<file path="config.mk">
export PLATFORM = sky130hd
export DESIGN_NAME = period_meter_ddr
export DESIGN_NICKNAME = d
export VERILOG_FILES = /design/src/rtl/period_meter_ddr.sv
export SDC_FILE = /design/constraint.sdc
export NUM_CORES = 1
export LEC_CHECK = 0
export ABC_AREA = 1
export CAP_MARGIN = 25
export CORE_MARGIN = 2
export CORE_UTILIZATION = 65
export DETAILED_ROUTE_END_ITERATION = 10
export GPL_ROUTABILITY_DRIVEN = 0
export PLACE_DENSITY_LB_ADDON = 0.1
export SLEW_MARGIN = 20
export SYNTH_ARGS = -nofsm -noshare
export SYNTH_HDL_FRONTEND = slang
export SYNTH_SLANG_ARGS = --single-unit
</file>
<file path="constraint.sdc">
create_clock -name CLK -period 5.9 [get_ports CLK]
set_clock_uncertainty 0.05 [all_clocks]
set_input_delay 0.59 -clock CLK [delete_from_list [all_inputs] [get_ports CLK]]
set_output_delay 0.59 -clock CLK [all_outputs]
set_load 0.02 [all_outputs]
</file>
<file path="src/rtl/period_meter_ddr.sv">
// Averaged period meter for a square wave arriving as SAMPLES_PER_CLK-wide DDR sample words.
// Define PERIOD_METER_DDR_DUTY_EN to add falling-edge detection and the HIGH_OUT high-time average.
module period_meter_ddr #(
  parameter int SAMPLES_PER_CLK = 8,
  parameter int COUNTER_BITS    = 16,
  parameter int AVG_LOG2        = 4
) (
  input  logic                               CLK,
  input  logic                               RESET,
  input  logic                               CE,
  input  logic [SAMPLES_PER_CLK-1:0]         SAMPLE_IN,
  output logic [COUNTER_BITS+AVG_LOG2-1:0]   PERIOD_OUT,
  output logic                               PERIOD_VALID,
  output logic                               NO_SIGNAL
`ifdef PERIOD_METER_DDR_DUTY_EN
  ,
  output logic [COUNTER_BITS+AVG_LOG2-1:0]   HIGH_OUT
`endif
);

  localparam int PB = $clog2(SAMPLES_PER_CLK);
  localparam int OW = COUNTER_BITS + AVG_LOG2;
  localparam int WB = COUNTER_BITS - PB + 1;
  localparam int PW = COUNTER_BITS + 2;
  localparam logic [WB-1:0]       W_MAX    = {1'b1, {(WB-1){1'b0}}};
  localparam logic [WB-1:0]       W_ONE    = {{(WB-1){1'b0}}, 1'b1};
  localparam logic [AVG_LOG2-1:0] CNT_LAST = {AVG_LOG2{1'b1}};
  localparam logic [AVG_LOG2-1:0] CNT_ONE  = {{(AVG_LOG2-1){1'b0}}, 1'b1};

  localparam logic [1:0] ST_IDLE = 2'd0;
  localparam logic [1:0] ST_SYNC = 2'd1;
  localparam logic [1:0] ST_MEAS = 2'd2;

  logic [SAMPLES_PER_CLK:0] stream_s;
  logic                     rise_s, rise_q;
  logic [PB-1:0]            rise_p_s, rise_p_q;
  logic                     prev_q;

  logic [1:0]               state_q, state_d;
  logic [WB-1:0]            w_q, w_d, wc_s;
  logic [PB-1:0]            last_p_q, last_p_d;
  logic [OW-1:0]            acc_q, acc_d, sum_s, out_q, out_d;
  logic [AVG_LOG2-1:0]      cnt_q, cnt_d;
  logic                     valid_q, valid_d, ns_q, ns_d;
  logic [PW-1:0]            per_s;
  logic                     per_ok_s, tmo_s, done_s;
  logic                     clr_s, accept_s, start_s;

  // First rising edge in the word; the previous word's last sample closes the stream at the bottom.
  always_comb begin
    stream_s = {SAMPLE_IN, prev_q};
    rise_s   = 1'b0;
    rise_p_s = '0;
    for (int i = SAMPLES_PER_CLK - 1; i >= 0; i--) begin
      rise_s   = rise_s | (stream_s[i+1] & ~stream_s[i]);
      rise_p_s = (stream_s[i+1] & ~stream_s[i]) ? PB'(i) : rise_p_s;
    end
  end

  // Stage 1: edge-detect register; prev_q tracks the line even while disabled.
  always_ff @(posedge CLK or posedge RESET) begin
    if (RESET) begin
      prev_q   <= 1'b0;
      rise_q   <= 1'b0;
      rise_p_q <= '0;
    end else begin
      prev_q   <= SAMPLE_IN[SAMPLES_PER_CLK-1];
      rise_q   <= rise_s;
      rise_p_q <= rise_p_s;
    end
  end

  // wc_s counts the word being processed, so an edge one word after the last is wc_s=1.
  always_comb begin
    wc_s     = (w_q == W_MAX) ? W_MAX : (w_q + W_ONE);
    tmo_s    = (wc_s == W_MAX);
    per_s    = PW'({wc_s, {PB{1'b0}}}) + PW'(rise_p_q) - PW'(last_p_q);
    per_ok_s = (per_s[PW-1:COUNTER_BITS] == 2'b00);
    sum_s    = acc_q + OW'(per_s[COUNTER_BITS-1:0]);
    done_s   = (cnt_q == CNT_LAST);
  end

  // Stage 2: state machine, accumulation and output update.
  always_comb begin
    state_d  = state_q;
    w_d      = wc_s;
    last_p_d = last_p_q;
    acc_d    = acc_q;
    cnt_d    = cnt_q;
    out_d    = out_q;
    valid_d  = 1'b0;
    ns_d     = ns_q;
    clr_s    = 1'b0;
    accept_s = 1'b0;
    start_s  = 1'b0;
    if (!CE) begin
      state_d = ST_IDLE;
      w_d     = '0;
      clr_s   = 1'b1;
    end else begin
      case (state_q)
        ST_IDLE: begin
          state_d = ST_SYNC;
          w_d     = '0;
          clr_s   = 1'b1;
        end
        ST_SYNC: begin
          if (rise_q) begin
            start_s  = 1'b1;
            last_p_d = rise_p_q;
            w_d      = '0;
            state_d  = ST_MEAS;
          end else if (tmo_s) begin
            ns_d  = 1'b1;
            clr_s = 1'b1;
          end else begin
            state_d = ST_SYNC;
          end
        end
        ST_MEAS: begin
          if (rise_q && per_ok_s) begin
            accept_s = 1'b1;
            last_p_d = rise_p_q;
            w_d      = '0;
            if (done_s) begin
              out_d   = sum_s;
              valid_d = 1'b1;
              ns_d    = 1'b0;
              acc_d   = '0;
              cnt_d   = '0;
            end else begin
              acc_d = sum_s;
              cnt_d = cnt_q + CNT_ONE;
            end
          end else if (tmo_s) begin
            ns_d    = 1'b1;
            clr_s   = 1'b1;
            state_d = ST_SYNC;
          end else begin
            state_d = ST_MEAS;
          end
        end
        default: begin
          state_d = ST_IDLE;
          clr_s   = 1'b1;
        end
      endcase
    end
    acc_d = clr_s ? '0 : acc_d;
    cnt_d = clr_s ? '0 : cnt_d;
  end

  // Stage 2 registers.
  always_ff @(posedge CLK or posedge RESET) begin
    if (RESET) begin
      state_q  <= ST_IDLE;
      w_q      <= '0;
      last_p_q <= '0;
      acc_q    <= '0;
      cnt_q    <= '0;
      out_q    <= '0;
      valid_q  <= 1'b0;
      ns_q     <= 1'b0;
    end else begin
      state_q  <= state_d;
      w_q      <= w_d;
      last_p_q <= last_p_d;
      acc_q    <= acc_d;
      cnt_q    <= cnt_d;
      out_q    <= out_d;
      valid_q  <= valid_d;
      ns_q     <= ns_d;
    end
  end

  assign PERIOD_OUT   = out_q;
  assign PERIOD_VALID = valid_q;
  assign NO_SIGNAL    = ns_q;

`ifdef PERIOD_METER_DDR_DUTY_EN
  logic                    fall_s, fall_q, fall_before_s, fall_after_s;
  logic [PB-1:0]           fall_p_s, fall_p_q;
  logic [COUNTER_BITS-1:0] hf_s, close_s, hpend_q, hpend_d, new_pend_s;
  logic                    hhave_q, hhave_d;
  logic [OW-1:0]           hacc_q, hacc_d, hsum_s, high_q, high_d;

  // First falling edge in the word, same rule as the rising edge.
  always_comb begin
    fall_s   = 1'b0;
    fall_p_s = '0;
    for (int i = SAMPLES_PER_CLK - 1; i >= 0; i--) begin
      fall_s   = fall_s | (~stream_s[i+1] & stream_s[i]);
      fall_p_s = (~stream_s[i+1] & stream_s[i]) ? PB'(i) : fall_p_s;
    end
  end

  // A fall ahead of the rise closes the old period's high time; one after it opens the new period's.
  always_comb begin
    fall_before_s = fall_q & (~rise_q | (fall_p_q < rise_p_q));
    fall_after_s  = fall_q & rise_q & (fall_p_q > rise_p_q);
    hf_s          = COUNTER_BITS'(PW'({wc_s, {PB{1'b0}}}) + PW'(fall_p_q) - PW'(last_p_q));
    close_s       = hhave_q ? hpend_q : (fall_before_s ? hf_s : per_s[COUNTER_BITS-1:0]);
    hsum_s        = hacc_q + OW'(close_s);
    new_pend_s    = COUNTER_BITS'(fall_p_q) - COUNTER_BITS'(rise_p_q);
    hacc_d        = hacc_q;
    hhave_d       = hhave_q;
    hpend_d       = hpend_q;
    high_d        = high_q;
    if (clr_s) begin
      hacc_d  = '0;
      hhave_d = 1'b0;
    end else if (accept_s) begin
      hacc_d  = done_s ? '0 : hsum_s;
      high_d  = done_s ? hsum_s : high_q;
      hhave_d = fall_after_s;
      hpend_d = new_pend_s;
    end else if (start_s) begin
      hhave_d = fall_after_s;
      hpend_d = new_pend_s;
    end else if (CE && (state_q == ST_MEAS) && fall_before_s && !hhave_q) begin
      hhave_d = 1'b1;
      hpend_d = hf_s;
    end else begin
      hhave_d = hhave_q;
    end
  end

  // High-time pipeline and accumulator registers.
  always_ff @(posedge CLK or posedge RESET) begin
    if (RESET) begin
      fall_q   <= 1'b0;
      fall_p_q <= '0;
      hhave_q  <= 1'b0;
      hpend_q  <= '0;
      hacc_q   <= '0;
      high_q   <= '0;
    end else begin
      fall_q   <= fall_s;
      fall_p_q <= fall_p_s;
      hhave_q  <= hhave_d;
      hpend_q  <= hpend_d;
      hacc_q   <= hacc_d;
      high_q   <= high_d;
    end
  end

  assign HIGH_OUT = high_q;
`endif

endmodule
</file>
# After elaboration in Yosys (flattened, before gate mapping)
# Cells that the tools add are included.
dict set report op_classes {
  add_sub_neg 5
  mul 0
  n_div 0
  order_cmp 0
  n_eq_ne 11
  shifts 0
  muxes 46
  n_bitwise 23
  reduce_logical 12
}
# operator count
set op_table {}
lappend op_table {{20-bit 2-to-1 mux} 5}
lappend op_table {{14-bit 2-to-1 mux} 4}
lappend op_table {{14-bit one-hot mux with 3 select lines} 1}
lappend op_table {{3-bit 2-to-1 mux} 10}
lappend op_table {{14-bit equality test, second input constant} 2}
lappend op_table {{20-bit by 16-bit adder with 20-bit output} 1}
lappend op_table {{4-bit 2-to-1 mux} 5}
lappend op_table {{17-bit by 3-bit adder with 18-bit output} 1}
lappend op_table {{18-bit by 3-bit subtractor with 18-bit output} 1}
lappend op_table {{14-bit by 1-bit adder with 14-bit output, second input constant} 1}
lappend op_table {{1-bit 2-to-1 mux} 12}
lappend op_table {{4-bit AND reduction} 3}
lappend op_table {{2-bit 2-to-1 mux} 5}
lappend op_table {{1-bit bitwise AND} 8}
lappend op_table {{1-bit NOT} 8}
lappend op_table {{2-bit nonzero test} 4}
lappend op_table {{1-bit bitwise OR} 7}
lappend op_table {{2-bit != test, second input constant} 3}
lappend op_table {{3-bit != test, second input constant} 2}
lappend op_table {{2-bit one-hot mux with 3 select lines} 1}
lappend op_table {{3-bit one-hot mux with 2 select lines} 1}
lappend op_table {{4-bit by 1-bit adder with 4-bit output, second input constant} 1}
lappend op_table {{4-bit equality test, second input constant} 1}
lappend op_table {{2-bit zero test} 2}
lappend op_table {{other kinds (7)} 8}
dict set report totals {
  ff_bits 70
  latch_bits 0
  ram_bits 0
  mem_bits_ro 0
  input_bits 11
  output_inout_bits 22
  wordCells 108
  memories 0
}

# Logic depth before layout (Yosys ltp)
# Gate-level depths: netlist of the first run.
dict set report logic_depth {
  depth_word 11
  depth_mapped 22
  depth_no_buf 22
}

# Worst setup path after synthesis of the first run
# OpenSTA, ideal clock, no wires.
dict set report synth_timing {
  kind {reg2reg}
  from {register w_q[0]}
  to {register acc_q[19]}
  setup_ns 0.119
  t_arrival_ns 2.974
  required_time_ns 5.731
  setup_slack_ns 2.757
  stages_incl_launch_ff 23
  n_path_buf 0
  synth_period_minus_slack_ns 3.143
  cell_sequence {dfrtp_1 > inv_1 > ha_1 > nand2_1 > nor2_1 > nand2_2 > o21ai_2 > nand2_1 > nor2_2 > nand3_2 > o21ai_0 > o31ai_1 > ha_1 > nand2_1 > nor2_1 > and3_1 > nand4_1 > nand3_1 > nand2_1 > xor2_1 > nor2_1 > nand4_1 > nand2_1}
}
dict set report synth_between {
  elab_chain_cells 11
  word_cells_on_any_way 23
  cone_classes {4 x add/sub; 2 x eq/ne; 11 x mux; 6 x reduce/logical}
}
# item line_no
set synth_lines {}
lappend synth_lines {{from (decl)} 40} ;# logic [WB-1:0] w_q, w_d, wc_s;
lappend synth_lines {{from (signal assigned)} 166} ;# w_q <= w_d;
lappend synth_lines {{14-bit by 1-bit adder with 14-bit output / 14-bit equality test (equally long branches)} 75} ;# wc_s = (w_q == W_MAX) ? W_MAX : (w_q + W_ONE);
lappend synth_lines {{14-bit 2-to-1 mux (*)} 75}
lappend synth_lines {{branches (longest 9 deep; another with 20-bit by 16-bit adder with 20-bit output)} --}
lappend synth_lines {{to (signal assigned)} 159} ;# acc_q <= '0;
lappend synth_lines {{to (signal assigned)} 168} ;# acc_q <= acc_d;
lappend synth_lines {{to (decl)} 42} ;# logic [OW-1:0] acc_q, acc_d, sum_s, out_q, out_d;
# Every way passes the cells marked *. The select of a mux whose other input is x is not followed.
# A chain may end at the register's enable or synchronous reset.

# Worst setup path in the final report of the first run
dict set report layout_timing {
  from {register rise_p_q[0]}
  to {register acc_q[19]}
}
dict set report layout_between {
  elab_chain_cells 9
  word_cells_on_any_way 17
  cone_classes {3 x add/sub; 8 x mux; 6 x reduce/logical}
}
# item line_no
set layout_lines {}
lappend layout_lines {{from (decl)} 36} ;# logic [PB-1:0] rise_p_s, rise_p_q;
lappend layout_lines {{from (signal assigned)} 69} ;# rise_p_q <= rise_p_s;
lappend layout_lines {{17-bit by 3-bit adder with 18-bit output (*)} 77} ;# per_s = PW'({wc_s, {PB{1'b0}}}) + PW'(rise_p_q) - PW'(last_p_q);
lappend layout_lines {{18-bit by 3-bit subtractor with 18-bit output (*)} 77}
lappend layout_lines {{branches (longest 7 deep; another with 20-bit by 16-bit adder with 20-bit output)} --}
# Marked as above.

==> results of run 1 <==
## area by class of cell
cell class / instances / area, µm² / share of cell area
well taps: 102 / 128 / 0.0227
clock buffers: 11 / 141 / 0.0252
inverters: 72 / 273 / 0.0486
multi-input cells: 517 / 2940 / 0.525
clock inverters: 4 / 47.5 / 0.00847
flip-flops and latches: 70 / 1750 / 0.312
repair buffers: 33 / 328 / 0.0584
## sequential cells by signal, summed over array words and instances, names as in the netlist, 2 cells and up
register,flops
PERIOD_OUT,20
acc_q,20
w_q,14
cnt_q,4
last_p_q,3
rise_p_q,3
state_q,2
## per-stage QoR
stage	total power (W)	utilization	setup slack, ns
after floorplan	0.000902	-	2.76
after global placement	0.000981	0.706	2.46
after detailed placement	0.000998	0.706	2.34
after CTS	0.00139	0.730	2.32
after global routing	0.00147	0.730	1.89
final	0.00139	0.730	2.26
## cell families after synthesis
| family | count (synthesis) | synth area share |
|---|---|---|
| compound gates | 75 | 0.0915 |
| xor+xnor | 31 | 0.0530 |
| fa+ha+maj | 31 | 0.0786 |
| buf+inv | 93 | 0.0840 |
| flops | 70 | 0.342 |
| simple gates | 380 | 0.351 |
## worst min-delay path: cells and delay by family, from the launching register on
kind / cells / cell delay [ns]
AOI/OAI and AO/OA: 1 / 0.05
and+or+nand+nor: 1 / 0.06
DFF: 1 / 0.35
## cells in the mapped netlist, types with 3 or more instances
library cell | instances | area [µm²]
nand4_1 | 53 | 332
nor2_4 | 3 | 33.8
o21ai_2 | 20 | 175
ha_1 | 29 | 363
dfrtp_1 | 70 | 1750
nor2_2 | 15 | 93.8
xnor2_1 | 14 | 123
nor3_1 | 3 | 15.0
nand3_2 | 3 | 30.0
xor2_1 | 17 | 149
o21ai_0 | 20 | 100
nand2_4 | 4 | 45.0
buf_2 | 3 | 15.0
nor2_1 | 75 | 282
or2_2 | 4 | 25.0
buf_6 | 8 | 90.1
nand3_1 | 27 | 135
nand2_1 | 171 | 642
inv_2 | 4 | 15.0
inv_1 | 66 | 248
nand2_2 | 17 | 106
a21oi_1 | 26 | 130
buf_4 | 4 | 30.0
clkbuf_1 | 4 | 15.0
## per-layer routing
metal / GRT usage / up-vias / wire, µm
met2: 0.484 / 134 / 5690
li1: - / 2272 / -
met5: 0 / - / 0
met3: 0.0464 / 23 / 567
met1: 0.396 / 2199 / 5390
met4: 0.103 / 0 / 245
## worst max-delay path by stage
stage	from	to	slack (ns)	depth (start not counted)
floorplan	w_q[0]	acc_q[19]	2.76	22
global placement	rise_p_q[0]	acc_q[15]	2.46	18
detailed placement	w_q[0]	acc_q[19]	2.34	19
CTS	w_q[0]	acc_q[19]	2.32	22
global route	w_q[0]	acc_q[19]	1.89	22
finish	rise_p_q[0]	acc_q[19]	2.26	19
## power by group through the flow
stage	Clock (W)	Combinational, W	Sequential, W
floorplan	0	0.000377	0.000525
global placement	0	0.000453	0.000528
detailed placement	0	0.000469	0.000529
CTS	0.000398	0.000476	0.000520
global route	0.000414	0.000537	0.000523
finish	0.000390	0.000481	0.000521
## layout by cell type (no fill, tap or decap), types with 15 or more instances in the layout
cell type / n
o21ai_0: 20
ha_1: 29
nand3_1: 27
nand4_1: 53
xor2_1: 17
a21oi_1: 26
nand2_1: 171
nor2_2: 15
nand2_2: 17
o21ai_2: 20
clkdlybuf4s50_1: 32
inv_1: 65
nor2_1: 75
dfrtp_1: 70
==> metrics.md, run 1 <==
| Metric | Value |
|---|---|
| Outcome | finished clean |
| Max Clock Freq | 275 MHz |
| Final net count | 745 |
| Library cells used by synthesis | 37 |
| Clock-pin slew on the worst setup and hold paths | 0.08 ns |
| Hold Vio Cnt, Final | 0 |
| Worst-case hold path end point | PERIOD_OUT[4] |
| Fin. max-slew vios | 0 |
| Post-place instance area | 5420 µm² |
| Clock Tree Root | clkbuf_8 |
| Layout Cells excl Fill | 809 |
| # resized after CTS | 0 |
| Vias in the first global route | 4,491 |
| Min cycle time layout | 3.64 ns |
| Async S/R FF share, synth | 1.00 |
| Least-Margin Pin Slew | ~0.9 ns |
| Total CTS buffers | 9 |
| Startpoint Class | register |
| Flops & latches, synth | 70 |
| P&R area growth vs syn | 9.49% |
| Peak VDD IR | 0.178 mV |
| Diodes inserted | 0 |
| Slew margin rel. | 0.394 |
| Clock buffer depth | 2 |
| Detailed Route Iter0 Violations | a little over 300 |
| Post-synthesis sequential area ratio | 0.342 |
| Sw Pwr | ~0.00054 W |
| Vias | 4,628 |
| Worst Min Path Start | PERIOD_OUT[4] |
| Largest net degree at the start of global routing | 71 |
| CP Class | reg2reg |
| Max stage delay on crit path | 0.39 ns |
| Switching Share | 0.390 |
| Crit Path Max Fanout | 2 |
| Share of post-route cells with drive strength above 1 | 0.127 |
| Buf/Inv on CP | 2 |
| Residual DRC | 0 |
| R2R setup slack | 2.26 ns |
| R2R cell count | 19 |
| Number of synthesized flops with an enable pin | 0 |
| Row Count | 32 |
| Aggregate global-route resource usage | 0.294 |
| Synth Flop Type | dfrtp_1 |
| PwrDens | 248 nW/µm² |
| Mapped Cells | 680 |
| First-pass GRT wire length | 20,300 µm |
| Die Height | 92.8 µm |
| Post-CTS Hold Buffers | 0 |
| Crit path DAT | 3.84 ns |
| Initial antenna violation count | 0 |
| Final period util | 0.617 |
| Internal | 0.000849 W |
| Final TNS setup | 0 ns |
| Initial Utilization | 0.667 |
| Post-Syn Area | slightly above 5000 µm² |
| Design area | 5610 µm² |
| Reg2Reg Launch Point | rise_p_q[0] |
| R2r endpoint | acc_q[19] |
| CTS tree | done |
| Die W | just over 90 µm |
| Final setup fails | 0 |
| H-tree level count | 3 |
| Clk network pwr share | 0.280 |
| GRT Residual Overflow | 0 |
| Post-CTS setup buffer count | 0 |
| Synth warn | 0 |
| Detailed Place HPWL | 8630 µm |
| Sequential share of power | 0.374 |
| Top delay family on crit path | simple AND/OR/NAND/NOR gates |
| Routed Antenna Nets | 0 |
| Slowest cell on the critical path | fa_1 |
| Final WL | 11,900 µm |
| Die footprint | 8610 µm² |
| Crit-path cells | inv_1 > ha_1 > inv_1 > fa_1 > nand2_1 > nand2_1 > nor2_4 > nand4_1 > xor2_1 > ha_1 > a21oi_1 > o21ai_0 > a21oi_1 > nand3_1 > nand2_1 > xor2_1 > nor2_1 > nand4_1 > nand2_1 |
| WL per Instance | 14.7 µm |
| Final hold slack | approximately 0.43 ns |
| Clk_lat worst skew | 0.35 ns |
| Crit. End Element | register |
| Max-cap violations | 0 |
| Post-Place Cells | 794 |
| LEAKAGE | 2.88 nW |
| Synth Area per Inst | 7.54 µm² |
| FILL cells | ~640 |
| Ports | 33 |
| Number of vias per cell | 5.72 |
| Gate power share | 0.346 |
| Syn Nets | 722 |
| CTS sink count | 70 |
| Worst Path Required | 6.10 ns |
| HP Class | reg2reg |
| DRT Pass-1 Iters | 5 |
| Hold Path Depth | 2 |
| Core ar. | 7690 µm² |
| CP most frequent cell | nand2_1 |
| Port buffer count | 32 |
| RSZ-0062 raised after global routing | false |
(Power assumes the default switching activity.)
==> run 2, diff against run 1 <==
--- a/config.mk
+++ b/config.mk
@@ -8,7 +8,7 @@
 export ABC_AREA = 1
 export CAP_MARGIN = 25
 export CORE_MARGIN = 2
-export CORE_UTILIZATION = 65
+export CORE_UTILIZATION = 60
 export DETAILED_ROUTE_END_ITERATION = 10
 export GPL_ROUTABILITY_DRIVEN = 0
 export PLACE_DENSITY_LB_ADDON = 0.1
==> constraint.sdc (replaced) <==
create_clock -name CLK -period 3.44 [get_ports CLK]
set_clock_uncertainty 0.05 [all_clocks]
set_input_delay 0.344 -clock CLK [delete_from_list [all_inputs] [get_ports CLK]]
set_output_delay 0.344 -clock CLK [all_outputs]
set_load 0.02 [all_outputs]
==> run 2 against run 1 <==
Against the previous run: worst hold slack got worse by 0.078 ns; sequential share of layout area decreased by 3.3 points; sequential cell count unchanged; combinational power increased by 110%; the run now ends with negative setup slack left; critical path type unchanged.
==> metrics.md, run 2 (synthesis results as in run 1) <==
| Metric | Value |
|---|---|
| Most common cell after layout, fill and taps aside | nand2_1 |
| Design area | 6300 µm² |
| PwrDens | 429 nW/µm² |
| Max Clock Freq | between 200 and 300 MHz |
| CP Class | reg2reg |
| Max-cap violations | 0 |
| Sequential share of power | 0.333 |
| PnR Total Power | around 0.0027 W |
| Crit. End Element | register |
| Sw Pwr | 0.00102 W |
| Commonest cells after routing, fill and taps aside | 158 x nand2_1, 70 x nor2_1, 65 x dfrtp_1, 61 x inv_1, 53 x nand4_1 |
| Vias | 4,939 |
| Share of post-route cells with drive strength above 1 | 0.248 |
| Startpoint Class | register |
| Gate power share | 0.366 |
| Reg2Reg Launch Point | w_q[0] |
| Diodes inserted | 0 |
| Layout Cells excl Fill | 850 |
| Hold Vio Cnt, Final | 0 |
| Final TNS setup | -0.0324 ns |
| Fin. max-slew vios | 0 |
| Largest net degree at the start of global routing | 46 |
| Final net count | 783 |
| Initial Utilization | 0.621 |
| Clk network pwr share | 0.300 |
| Detailed Route Iter0 Violations | about 480 |
| Crit path DAT | 3.68 ns |
| WL per Instance | about 16 µm |
| Clock-pin slew on the worst setup and hold paths | around 0.090 ns |
| H-tree level count | 3 |
| Fin util | 0.763 |
| GRT Residual Overflow | 0 |
| Port buffer count | 32 |
| Clock Tree Root | clkbuf_8 |
| Final period util | 1.01 |
| Failing checks | negative setup slack |
| Die footprint | between 9000 and 10,000 µm² |
| Internal | 0.00168 W |
| LEAKAGE | 3.15 nW |
| Final setup margin | -0.0324 ns |
| Peak VDD IR | 0.436 mV |
| Initial antenna violation count | 0 |
| P&R area growth vs syn | 22.8% |
| DRT Pass-1 Iters | 5 |
| Least-Margin Pin Slew | 0.818 ns |
| Crit Path Max Fanout | 6 |
| Slew margin rel. | 0.453 |
| Row Count | 33 |
| Aggregate global-route resource usage | 0.286 |
| Final WL | 13,700 µm |
| Switching Share | 0.377 |
| Post-Place Cells | 815 |
| Worst Setup SP | w_q[0] |
| Ports | 33 |
| Die W | slightly below 100 µm |
| Final setup fails | 1 |
| Routed Antenna Nets | 0 |
| Vias in the first global route | 4,416 |
| Worst Path Required | between 3 and 4 ns |
| Total CTS buffers | 9 |
| CTS sink count | 70 |
| Residual DRC | 0 |
| Detailed Place HPWL | 8830 µm |
| CTS tree | done |
| First-pass GRT wire length | 20,500 µm |
| Number of vias per cell | roughly 5.8 |
| Min cycle time layout | 3.47 ns |
| Outcome | finished with violations |
| Post-place instance area | 5580 µm² |
| R2R setup slack | -0.03 ns |
| HP Class | in2async |
| Core ar. | between 8000 and 9000 µm² |
| RSZ-0062 raised after global routing | true |
| Clk_lat worst skew | 0.37 ns |
| Die Height | 96.4 µm |
| Clock buffer depth | 2 |
==> run 2: changes by cell type in the layout (fill, tap and decap cells not counted), moves of 6 or more <==
cell | before | now
o21ai_0 | 20 | 12
buf_4 | 1 | 36
a21oi_1 | 26 | 20
a21oi_2 | 0 | 6
ha_1 | 29 | 23
nand2_1 | 171 | 158
nand2_4 | 4 | 11
o21ai_1 | 0 | 6
nand2_2 | 17 | 23
==> run 2: path summary, 6_finish.rpt <==
check,end,depth (start not counted)
hold / removal,PERIOD_OUT[12],2
min in group CLK,prev_q,1
max in group asynchronous,PERIOD_OUT[7],3
setup / recovery,acc_q[18],21
hold reg to reg,PERIOD_OUT[8],2
setup reg to reg,acc_q[18],21
==> run 2: power by group through the flow <==
stage                     Clock [W]  Sequential [W]  Combinational, W
after detailed placement          0        0.000909          0.000833
final                      0.000811        0.000900          0.000988
after CTS                  0.000820        0.000894          0.000855
after floorplan                   0        0.000900          0.000647
after global placement            0        0.000906          0.000813
after global routing       0.000851        0.000905           0.00108
==> run 2: what timing repair did <==
| item | CTS | global route |
|---|---|---|
| endpoints found under the setup margin | 3 | 24 |
| hold buffers | 0 | 0 |
| hold endpoints to repair | 0 | 0 |
| setup buffers | 2 | 18 |
| pin swaps | 5 | 52 |
| gates resized for setup | 4 | 82 |
==> run 2: cell type report <==
class	instances	area, µm²
Timing Repair Buffer	71	633
Fill cell	576	1960
Tap cell	105	131
Inverter	72	273
Sequential cell	70	1760
Multi-Input combinational cell	517	3270
Clock buffer	9	124
Clock inverter	6	111
==> run 2: critical path, stage by stage, from the launching register on <==
cell and delay [ns]:
dfrtp_2 0.45, ha_2 0.22, nand3_4 0.10, nor2_2 0.10, nand2_1 0.09, nand2_2 0.12, nand2_1 0.10, nor2_4 0.21
nand3_4 0.12, o21ai_2 0.18, o31ai_2 0.09, ha_1 0.33, buf_4 0.15, a21oi_1 0.12, o21ai_1 0.10, a21oi_1 0.18
nand2_2 0.11, nand2_2 0.11, xor2_2 0.17, nor2_1 0.06, nand4_1 0.14, nand2_1 0.08
==> run 2: per-layer routing <==
| layer | part of all wire | vias to the layer above | track usage |
|---|---|---|---|
| met5 | 0 | - | 0 |
| met4 | 0.036 | 0 | 0.119 |
| met3 | 0.055 | 42 | 0.0357 |
| met2 | 0.49 | 189 | 0.470 |
| met1 | 0.42 | 2365 | 0.383 |
| li1 | - | 2343 | - |
==> run 2: metrics by stage <==
step	hold slack (ns)	setup slack, ns
3_3_place_gp	0.407	0.0431
6_report	0.356	-0.0324
4_1_cts	0.371	0.00772
3_5_place_dp	0.417	-0.00973
5_1_grt	0.422	-0.182
2_1_floorplan	0.325	0.297
